==> config.mk <==
export PLATFORM = sky130hd
export DESIGN_NAME = seq_detector_param
export DESIGN_NICKNAME = d
export VERILOG_FILES = /design/src/rtl/seq_det_pkg.sv /design/src/rtl/sat_counter.sv /design/src/rtl/seq_detector_param.sv
export SDC_FILE = /design/constraint.sdc
export NUM_CORES = 1
export LEC_CHECK = 0
export BUFFER_PORTS_ARGS = -buffer_cell sky130_fd_sc_hd__buf_2
export CAP_MARGIN = 20
export CORE_ASPECT_RATIO = 2
export CORE_MARGIN = 1
export CORE_UTILIZATION = 24
export CTS_CLUSTER_SIZE = 10
export DETAILED_ROUTE_END_ITERATION = 16
export SETUP_SLACK_MARGIN = 0.15
export SLEW_MARGIN = 10
export SYNTH_ARGS = -nofsm -noshare
export SYNTH_HDL_FRONTEND = slang
export SYNTH_SLANG_ARGS = --single-unit
==> constraint.sdc <==
create_clock -name clk -period 3.3 [get_ports clk]
set_input_delay 0.33 -clock clk [delete_from_list [all_inputs] [get_ports clk]]
set_output_delay 0.33 -clock clk [all_outputs]
set_load 0.05 [all_outputs]
==> src/rtl/seq_det_pkg.sv <==
// rtl/seq_det_pkg.sv - shared defaults and width helper for the serial pattern detector
package seq_det_pkg;

  localparam int PAT_W_DEF = 4;
  localparam int CNT_W_DEF = 8;

  // The fill counter has to represent 0..pat_w inclusive.
  function automatic int fill_width(input int pat_w);
    return $clog2(pat_w + 1);
  endfunction

endpackage

==> src/rtl/sat_counter.sv <==
// rtl/sat_counter.sv - saturating up-counter with synchronous clear, holds at all-ones
module sat_counter #(
  parameter int W = 8
) (
  input  logic         clk,
  input  logic         rstb,
  input  logic         clr,
  input  logic         inc,
  output logic [W-1:0] q
);

  always_ff @(posedge clk or negedge rstb) begin
    if (!rstb) begin
      q <= '0;
    end else if (clr) begin
      q <= '0;
    end else if (inc && (q != {W{1'b1}})) begin
      q <= q + W'(1);
    end
  end

endmodule

==> src/rtl/seq_detector_param.sv <==
// rtl/seq_detector_param.sv - parameterised serial pattern detector with overlap control
// and a saturating match counter; every output comes straight from a flop.
module seq_detector_param
  import seq_det_pkg::*;
#(
  parameter int               PAT_W   = PAT_W_DEF,
  parameter int               CNT_W   = CNT_W_DEF,
  parameter logic [PAT_W-1:0] RST_PAT = {PAT_W{1'b0}}
) (
  input  logic             clk,
  input  logic             rstb,
  input  logic             clr,
  input  logic             pat_load,
  input  logic [PAT_W-1:0] pattern,
  input  logic             overlap,
  input  logic             en,
  input  logic             x_in,
  output logic [PAT_W-1:0] shift_reg,
  output logic             y_out,
  output logic [CNT_W-1:0] match_cnt
);

  localparam int                FILL_W    = fill_width(PAT_W);
  localparam logic [FILL_W-1:0] FILL_FULL = FILL_W'(PAT_W);

  if (PAT_W < 2 || PAT_W > 16) begin : g_bad_pat_w
    $error("seq_detector_param: PAT_W must be in 2..16");
  end
  if (CNT_W < 1 || CNT_W > 32) begin : g_bad_cnt_w
    $error("seq_detector_param: CNT_W must be in 1..32");
  end

  logic [PAT_W-1:0]  pat_q;
  logic [PAT_W-1:0]  nxt_shift;
  logic [FILL_W-1:0] fill_q;
  logic [FILL_W-1:0] nxt_fill;
  logic              accept;
  logic              hit;

  // clr beats pat_load beats the sample, so a sample only counts when both are low.
  always_comb begin
    accept    = en & ~clr & ~pat_load;
    nxt_shift = {shift_reg[PAT_W-2:0], x_in};
    nxt_fill  = (fill_q == FILL_FULL) ? FILL_FULL : fill_q + FILL_W'(1);
    hit       = accept && (nxt_fill == FILL_FULL) && (nxt_shift == pat_q);
  end

  always_ff @(posedge clk or negedge rstb) begin
    if (!rstb) begin
      pat_q <= RST_PAT;
    end else if (!clr && pat_load) begin
      pat_q <= pattern;
    end
  end

  always_ff @(posedge clk or negedge rstb) begin
    if (!rstb) begin
      shift_reg <= '0;
      fill_q    <= '0;
      y_out     <= 1'b0;
    end else if (clr || pat_load) begin
      shift_reg <= '0;
      fill_q    <= '0;
      y_out     <= 1'b0;
    end else if (en) begin
      shift_reg <= nxt_shift;
      // Non-overlapping mode restarts the fill so the next match needs fresh bits.
      fill_q    <= (hit && !overlap) ? '0 : nxt_fill;
      y_out     <= hit;
    end else begin
      y_out     <= 1'b0;
    end
  end

  sat_counter #(
    .W(CNT_W)
  ) u_match_cnt (
    .clk (clk),
    .rstb(rstb),
    .clr (clr),
    .inc (hit),
    .q   (match_cnt)
  );

endmodule

==> results of run 1 <==
cell type report:
type	instances	share of cell area [%]
inverters	4	1.16
flip-flops and latches	20	38.8
well taps	54	5.24
multi-input cells	75	41.6
repair buffers	23	8.92
clock buffers	4	4.27
critical path: cells and delay by family (launching register included):
kind | cells | cell delay, ns
and+or+nand+nor | 3 | 0.72
AOI/OAI and AO/OA | 2 | 0.61
DFF | 1 | 0.40
adders and majority gates | 1 | 0.31
buffers and inverters | 1 | 0.08
power by group:
part           total [mW]  leakage (nW)  switching (mW)  internal (mW)
Sequential          0.259         0.270         0.00594          0.253
Combinational      0.0539         0.297          0.0334         0.0205
Clock               0.190        0.0288          0.0833          0.106
Total               0.503         0.595           0.123          0.380
cell usage in the layout, fill, tap and decap left out:
cell       count
ha_1           3
nor2_1         8
nor3_1         1
nor3_4         1
and4_1         1
inv_1          4
and2b_2        1
nand2_1        4
mux2i_1        5
nor4_1         1
nand2b_1       4
a211oi_4       1
a21oi_1        9
or3_1          4
mux2_2         4
nand4_1        2
dfrtp_1       20
nand3_1        5
o31ai_1        2
nand4_4        1
or4_1          2
clkbuf_8       4
o21ai_0        7
a2111oi_0      1
xor2_1         5
or2_1          1
buf_2         23
and3_2         1
and3b_1        1
synth_stat cells (3+ instances only):
library cell,n
a21oi_1,9
dfrtp_1,20
ha_1,3
inv_1,4
mux2_2,4
mux2i_1,5
nand2_1,4
nand2b_1,4
nand3_1,5
nor2_1,8
o21ai_0,7
or3_1,4
xor2_1,5
worst paths after layout:
path	from	end	slack [ns]	cells past startpoint
worst max-delay path	fill_q[0]$_DFFE_PN0P_	u_match_cnt.q[7]$_DFFE_PN0P_	1.11	7
worst min-delay path	rstb	u_match_cnt.q[5]$_DFFE_PN0P_	0.004	1
worst max register to register	fill_q[0]$_DFFE_PN0P_	u_match_cnt.q[7]$_DFFE_PN0P_	1.11	7
worst min register to register	pat_q[0]$_DFFE_PN0P_	pat_q[0]$_DFFE_PN0P_	0.53	1
max in group asynchronous	rstb	fill_q[2]$_DFFE_PN0P_	2.97	1
min in group clk	pattern[2]	pat_q[2]$_DFFE_PN0P_	0.30	2
kinds of logic after synthesis:
group,Yosys count
AND/OR/NAND/NOR,38
flip-flops,20
adder cells (fa/ha/maj),3
XOR/XNOR,5
buffers and inverters,7
AO/OA/AOI/OAI,20
multiplexers,9
per-layer routing:
| metal | GRT usage [%] | share of wire [%] |
|---|---|---|
| met1 | 12.2 | 38 |
| met4 | 6.15 | 2.2 |
| met3 | 1.89 | 3.7 |
| met5 | 0 | 0 |
| met2 | 19.4 | 56 |
==> impl_metrics.tcl, run 1 <==
set metrics [dict create \
    critical-path-slowest-cell "a2111oi_0" \
    postCtsHoldBufs 0 \
    synth_cells 102 \
    pre_cts_ws_ns 1.17 \
    ys_async_sr_fraction_pct 100 \
    place.port_buffers 23 \
    total_power_uw 503 \
    synth_fp_nets 116 \
    crit_chain "inv_1, ha_1, nand2b_1, a2111oi_0, nand2_1, or3_1, a21oi_1" \
    clkTransAtPathRegs_ns 0.08 \
    synth-xor-area-share_pct 4.05 \
    fin_nets 141 \
    grt_max_degree 21 \
    final_util_pct 29.7 \
    clock_latency_ns 0.26 \
    place_inst 176 \
    ys_ff_latch 20 \
    cts_resized 0 \
    yosysWarningCount 0 \
    setup_tns_ns 0 \
    path_class "reg -> reg" \
    ant_nets 0 \
    fin_skew_ns 0.00497 \
    wl_per_cell_um 13.2 \
    die_area_um2 4800 \
    drtPass1Iterations 4 \
    tightestPinTransition_ns 0.527 \
    finalCritPeriodShare_pct 66.4 \
    largest_reg_flops 8 \
    relSlewSlack_pct 64.5 \
    grt_usage_pct 11.1 \
    num_rows 34 \
    antenna_found_initial 0 \
    fin_cells 180 \
    postCtsSetupBuffers 0 \
    coreArea_um2 4340 \
    seq_area_frac_synth_pct 46.2 \
    area_delta_synth_final_pct 19.2 \
    drive_gt1_share_pct 28.6 \
    worst_hold_path_type "in -> async" \
    synth-simple-area-share_pct 21.8 \
    synth-main-ff-cell "dfrtp_1" \
    stdcell_area_um2 1290 \
    netlist_area_um2 1080 \
    synthMuxAreaShare_pct 8.79 \
    avgSynthCellArea_um2 10.6 \
    htree_num_levels 1 \
    outcome "complete, no violations" \
    ys_types 29 \
    dp_hpwl_um 1790 \
    n_fill_cell 484 \
    synth_area_leaders "dfrtp_1, mux2i_1, a21oi_1, mux2_2, xor2_1" \
    cap_violations 0 \
    die_x_um 49.5 \
    vias 852 \
    max-vdd-ir-drop_mv 0.163 \
    rsz0062_at_grt "false" \
    viasPerCell 4.73 \
    die_h_um 97.0 \
    leakage_nw 0.595 \
    drt_iter0_markers 23 \
    ios 24 \
    synth_top_area_share_pct 46.2 \
    holdWs_ns 0.00366 \
    setup-violations-final 0 \
    fin_crit_ns 2.19 \
    startpoint_type "register" \
    synth_compound_area_share_pct 11.4 \
    synth_top_family_by_area "simple AND/OR/NAND/NOR gates" \
    grt_pass1_vias 867 \
    cts_buffer_depth 2 \
    crit_path_max_incr_delay_ns 0.46 \
    cp.arrival_ns 2.38 \
    n_antenna_cell 0 \
    critPathMaxFanout 4 \
    overflow 0 \
    start_util_pct 24.9 \
    cts_root_buffer "clkbuf_8" \
    multi_input_area_um2 537 \
    synth_top_area_cell "dfrtp_1" \
    max_freq_mhz 456 \
    cts_made_buffers 3 \
    end_kind "register" \
    drv_slew 0 \
    final_hold_viol_count 0 \
    cts_tree "yes" \
    gp_congestion 0.762 \
    clock_sinks 20 \
    powerDensity_nw_per_um2 390 \
    synth_edf_count 0 \
    placed_area_um2 1230 \
    grt_pass1_wl_um 4050 \
    crit_required_ns 3.49 \
    final.setup.worst_slack_ns 1.11 \
    drc 0 \
    drt_wl_total_um 2380 \
    ff_latch_area_um2 500 \
    synthAdderAreaFrac_pct 3.47 \
]
Power figures use the tool's default switching activity.
==> run 2, diff against run 1 <==
- clock period: 3.3 -> 1.8 ns (I/O delays scaled with it)
==> impl_metrics.tcl, run 2 (synthesis gave the netlist of run 1 again) <==
set metrics [dict create \
    finalCritPeriodShare_pct 109 \
    fin_skew_ns 0.00240 \
    clkTransAtPathRegs_ns 0.07 \
    drt_iter0_markers 5 \
    placed_area_um2 1310 \
    grt_max_degree 21 \
    htree_num_levels 1 \
    worst_hold_path_type "in -> reg" \
    final_cell_mix "buf_2, dfrtp_1, buf_4" \
    r2r_slack_ns -0.16 \
    violations "setup timing" \
    die_h_um 97.0 \
    drt_wl_total_um 2500 \
    ant_nets 0 \
    n_fill_cell 465 \
    ios 24 \
    place.port_buffers 23 \
    vias 881 \
    largest_reg_flops 8 \
    fin_cells 194 \
    path_class "reg -> reg" \
    viasPerCell 4.54 \
    drc 0 \
    leakage_nw 0.674 \
    max_freq_mhz 510 \
    r2r_cells 7 \
    cts_buffer_depth 2 \
    layout_commonest_cell "buf_2" \
    cts_root_buffer "clkbuf_8" \
    p_sw_share_pct 23.7 \
    n_antenna_cell 0 \
    die_area_um2 4800 \
    outcome "finished, violations left" \
    grt_pass1_wl_um 4040 \
    area_delta_synth_final_pct 35.8 \
    rsz0062_at_grt "true" \
    r2r_end "u_match_cnt.q[4]$_DFFE_PN0P_" \
    drive_gt1_share_pct 44.3 \
    place_inst 186 \
    total_power_uw 926 \
    grt_usage_pct 11.1 \
    max-vdd-ir-drop_mv 0.245 \
    crit_required_ns 1.99 \
    cts_tree "yes" \
    overflow 0 \
    pre_cts_ws_ns -0.247 \
    clkPwrFrac_pct 36.5 \
    setup-violations-final 7 \
    pwr-share-seq_pct 51.4 \
    cap_violations 0 \
    stdcell_area_um2 1470 \
    wl_per_cell_um 12.9 \
    grt_pass1_vias 953 \
    drv_slew 0 \
    internal_power_uw 706 \
    power_frac_comb_pct 12.1 \
    cp.arrival_ns 2.15 \
    end_kind "register" \
    power.switching_uw 220 \
    critPathMaxFanout 4 \
    clock_latency_ns 0.25 \
    fin_crit_ns 1.96 \
    fin_nets 155 \
    antenna_found_initial 0 \
    crit_end "u_match_cnt.q[4]$_DFFE_PN0P_" \
    dp_hpwl_um 1900 \
    coreArea_um2 4340 \
    drtPass1Iterations 3 \
    cts_made_buffers 3 \
    relSlewSlack_pct 65.6 \
    num_rows 34 \
    final.setup.worst_slack_ns -0.160 \
    die_x_um 49.5 \
    startpoint_type "register" \
    r2r-start "fill_q[0]$_DFFE_PN0P_" \
    crit_start "fill_q[0]$_DFFE_PN0P_" \
    clock_sinks 20 \
    powerDensity_nw_per_um2 630 \
    tightestPinTransition_ns 0.513 \
    gp_congestion 0.765 \
    final_hold_viol_count 0 \
    start_util_pct 24.9 \
]
## run 2: cell types whose count changed in the layout (fill, tap and decap cells not counted), moves of 2 or more
| cell | before | now |
|---|---|---|
| buf_4 | 0 | 11 |
| buf_6 | 0 | 2 |
| a21oi_2 | 0 | 2 |
| a21oi_1 | 9 | 7 |
| o21ai_0 | 7 | 4 |
| inv_2 | 0 | 2 |
| o21ai_1 | 0 | 3 |
| inv_1 | 4 | 2 |
## run 2: worst max-delay path, cell delays in order, from the launching register on
cell	delay, ns
dfrtp_1	0.41
inv_2	0.09
ha_4	0.20
nand2b_4	0.16
a211oi_4	0.28
nand4_1	0.21
or3_4	0.43
a21oi_2	0.12
## run 2: repair_timing
action,in CTS,in global routing
gates cloned,0,0
setup endpoints to repair,9,9
buffers inserted,2,1
pin swaps,6,8
hold endpoints to repair,20,0
hold buffers,1,0
resized for setup,3,16
## run 2: how the worst min path moves through the flow
stage,start,end,slack [ns],depth (start not counted)
after detailed placement,rstb,u_match_cnt.q[6]$_DFFE_PN0P_,0.16,1
after global routing,pattern[1],pat_q[1]$_DFFE_PN0P_,0.16,2
final,pattern[2],pat_q[2]$_DFFE_PN0P_,0.16,2
after global placement,rstb,u_match_cnt.q[6]$_DFFE_PN0P_,0.16,1
after floorplan,rstb,fill_q[0]$_DFFE_PN0P_,-0.12,0
after CTS,pattern[1],pat_q[1]$_DFFE_PN0P_,0.15,2
## run 2: power by group through the flow
stage	Clock [mW]	Sequential (mW)	Combinational (mW)
global route	0.368	0.477	0.123
global placement	0	0.484	0.103
finish	0.338	0.475	0.112
CTS	0.355	0.475	0.109
detailed placement	0	0.484	0.104
floorplan	0	0.486	0.0659
## run 2: area by class of cell
type | instances | area (µm²) | share of cell area (%)
well taps | 54 | 67.6 | 4.60
inverters | 4 | 15.0 | 1.02
flip-flops and latches | 20 | 502 | 34.1
multi-input cells | 75 | 601 | 40.9
clock buffers | 4 | 55.1 | 3.74
repair buffers | 37 | 230 | 15.7
## run 2: per-layer routing
| layer | vias to the layer above | track usage (%) | share of wire [%] |
|---|---|---|---|
| li1 | 439 | - | - |
| met1 | 428 | 10.9 | 38 |
| met2 | 12 | 20.8 | 57 |
| met3 | 2 | 2.04 | 2.4 |
| met4 | 0 | 6.37 | 1.8 |
| met5 | - | 0 | 0 |
## run 2: metrics by stage
step           utilization, %  hold WS, ns  TNS [ns]
6_report                 33.9        0.158    -0.767
4_1_cts                  32.4        0.151     -1.25
5_1_grt                  33.9        0.156     -1.61
3_5_place_dp             30.2        0.164     -1.39
3_3_place_gp             30.2        0.163     -1.13
2_1_floorplan               -       -0.116    -0.630
==> run 3, diff against run 2 <==
- ABC_CLOCK_PERIOD_IN_PS: unset -> 1800
- PLACE_DENSITY_LB_ADDON: unset -> 0.2
==> impl_metrics.tcl, run 3 (synthesis gave the netlist of run 1 again) <==
set metrics [dict create \
    outcome "finished, violations left" \
    violations "setup timing" \
    cap_violations 0 \
    drt_iter0_markers 11 \
    final.setup.worst_slack_ns -0.176 \
    tightestPinTransition_ns 0.477 \
    viasPerCell 4.66 \
    drive_gt1_share_pct 48.3 \
    coreArea_um2 4340 \
    critical-path-slowest-cell "or4_4" \
    cts_root_buffer "clkbuf_8" \
    drc 0 \
    r2r_slack_ns -0.18 \
    critPathMaxFanout 4 \
    num_rows 34 \
    leakage_nw 0.671 \
    clock_sinks 20 \
    fin_nets 158 \
    ant_nets 0 \
    drt_wl_total_um 2570 \
    crit_chain "buf_6, ha_4, and3b_2, nor3_4, nand4_4, or4_4, a21oi_2" \
    cts_buffer_depth 2 \
    final_hold_viol_count 0 \
    grt_pass1_vias 973 \
    rsz0062_at_grt "true" \
    cp.arrival_ns 2.17 \
    drv_slew 0 \
    end_kind "register" \
    crit_family "simple AND/OR/NAND/NOR gates" \
    worst_hold_path_type "in -> reg" \
    path_class "reg -> reg" \
    max-vdd-ir-drop_mv 0.355 \
    area_delta_synth_final_pct 39.4 \
    grt_pass1_wl_um 4410 \
    clock_latency_ns 0.26 \
    crit_path_max_incr_delay_ns 0.44 \
    grt_usage_pct 11.8 \
    holdWs_ns 0.146 \
    finalCritPeriodShare_pct 110 \
    cts_tree "yes" \
    max_freq_mhz 506 \
    htree_num_levels 1 \
    dp_hpwl_um 1930 \
    drtPass1Iterations 4 \
    cts_made_buffers 3 \
    layout_commonest_cell "buf_2" \
    wl_per_cell_um 13.0 \
    relSlewSlack_pct 68.2 \
    place.port_buffers 23 \
    overflow 0 \
    fin_skew_ns 0.00169 \
    vias 918 \
    final_util_pct 34.8 \
    gp_congestion 0.791 \
    n_fill_cell 466 \
    die_x_um 49.5 \
    path_buf_inv 1 \
    crit_required_ns 1.99 \
    final_cell_mix "buf_2, dfrtp_1, buf_4" \
    powerDensity_nw_per_um2 628 \
    grt_max_degree 21 \
    setup-violations-final 9 \
    fin_crit_ns 1.98 \
    antenna_found_initial 0 \
    startpoint_type "register" \
    ios 24 \
    die_h_um 97.0 \
    die_area_um2 4800 \
    largest_reg_flops 8 \
    n_antenna_cell 0 \
    start_util_pct 24.9 \
    clkTransAtPathRegs_ns 0.08 \
]
-- run 3: layout make-up --
class | count | area (µm²) | share of cell area [%]
multi-input combinational | 75 | 617 | 40.9
sequential | 20 | 502 | 33.3
timing repair buffer | 40 | 253 | 16.7
tap | 54 | 67.6 | 4.48
clock buffer | 4 | 55.1 | 3.65
inverter | 4 | 15.0 | 0.995
-- run 3: report_power, final --
| part | internal [mW] | switching (mW) |
|---|---|---|
| combinational | 0.0531 | 0.0650 |
| clock | 0.195 | 0.159 |
| sequential | 0.464 | 0.0115 |
-- run 3: path summary, 6_finish.rpt --
| check | start | to | cells after the start |
|---|---|---|---|
| max in group asynchronous | rstb | u_match_cnt.q[2]$_DFFE_PN0P_ | 2 |
| min in group asynchronous | rstb | u_match_cnt.q[3]$_DFFE_PN0P_ | 2 |
| hold / removal | pattern[3] | pat_q[3]$_DFFE_PN0P_ | 2 |
| setup reg to reg | fill_q[1]$_DFFE_PN0P_ | u_match_cnt.q[3]$_DFFE_PN0P_ | 7 |
| setup / recovery | fill_q[1]$_DFFE_PN0P_ | u_match_cnt.q[3]$_DFFE_PN0P_ | 7 |
| hold reg to reg | shift_reg[3]$_DFFE_PN0P_ | shift_reg[3]$_DFFE_PN0P_ | 2 |
-- run 3: per-stage QoR --
stage               TNS (ns)  area, µm²  std cells  setup slack, ns  total power, mW
floorplan             -0.630       1080        102           -0.130            0.552
global placement       -1.31       1320        187           -0.217            0.587
detailed placement     -1.81       1320        187           -0.299            0.589
CTS                    -1.22       1440        194           -0.203            0.952
global route           -1.75       1510        197           -0.250            0.995
finish                -0.870       1510        197           -0.176            0.948
-- run 3: layer usage --
metal,GRT usage [%],share of wire (%)
met5,0,0
met1,12.3,39
met3,1.57,2.2
met4,4.62,0.93
met2,22.8,58
-- run 3: what timing repair did --
action,CTS,global route
setup buffers,2,3
hold endpoints to repair,20,0
resized for setup,10,13
pin swaps,9,12
hold buffers,1,0
setup endpoints to repair,9,9
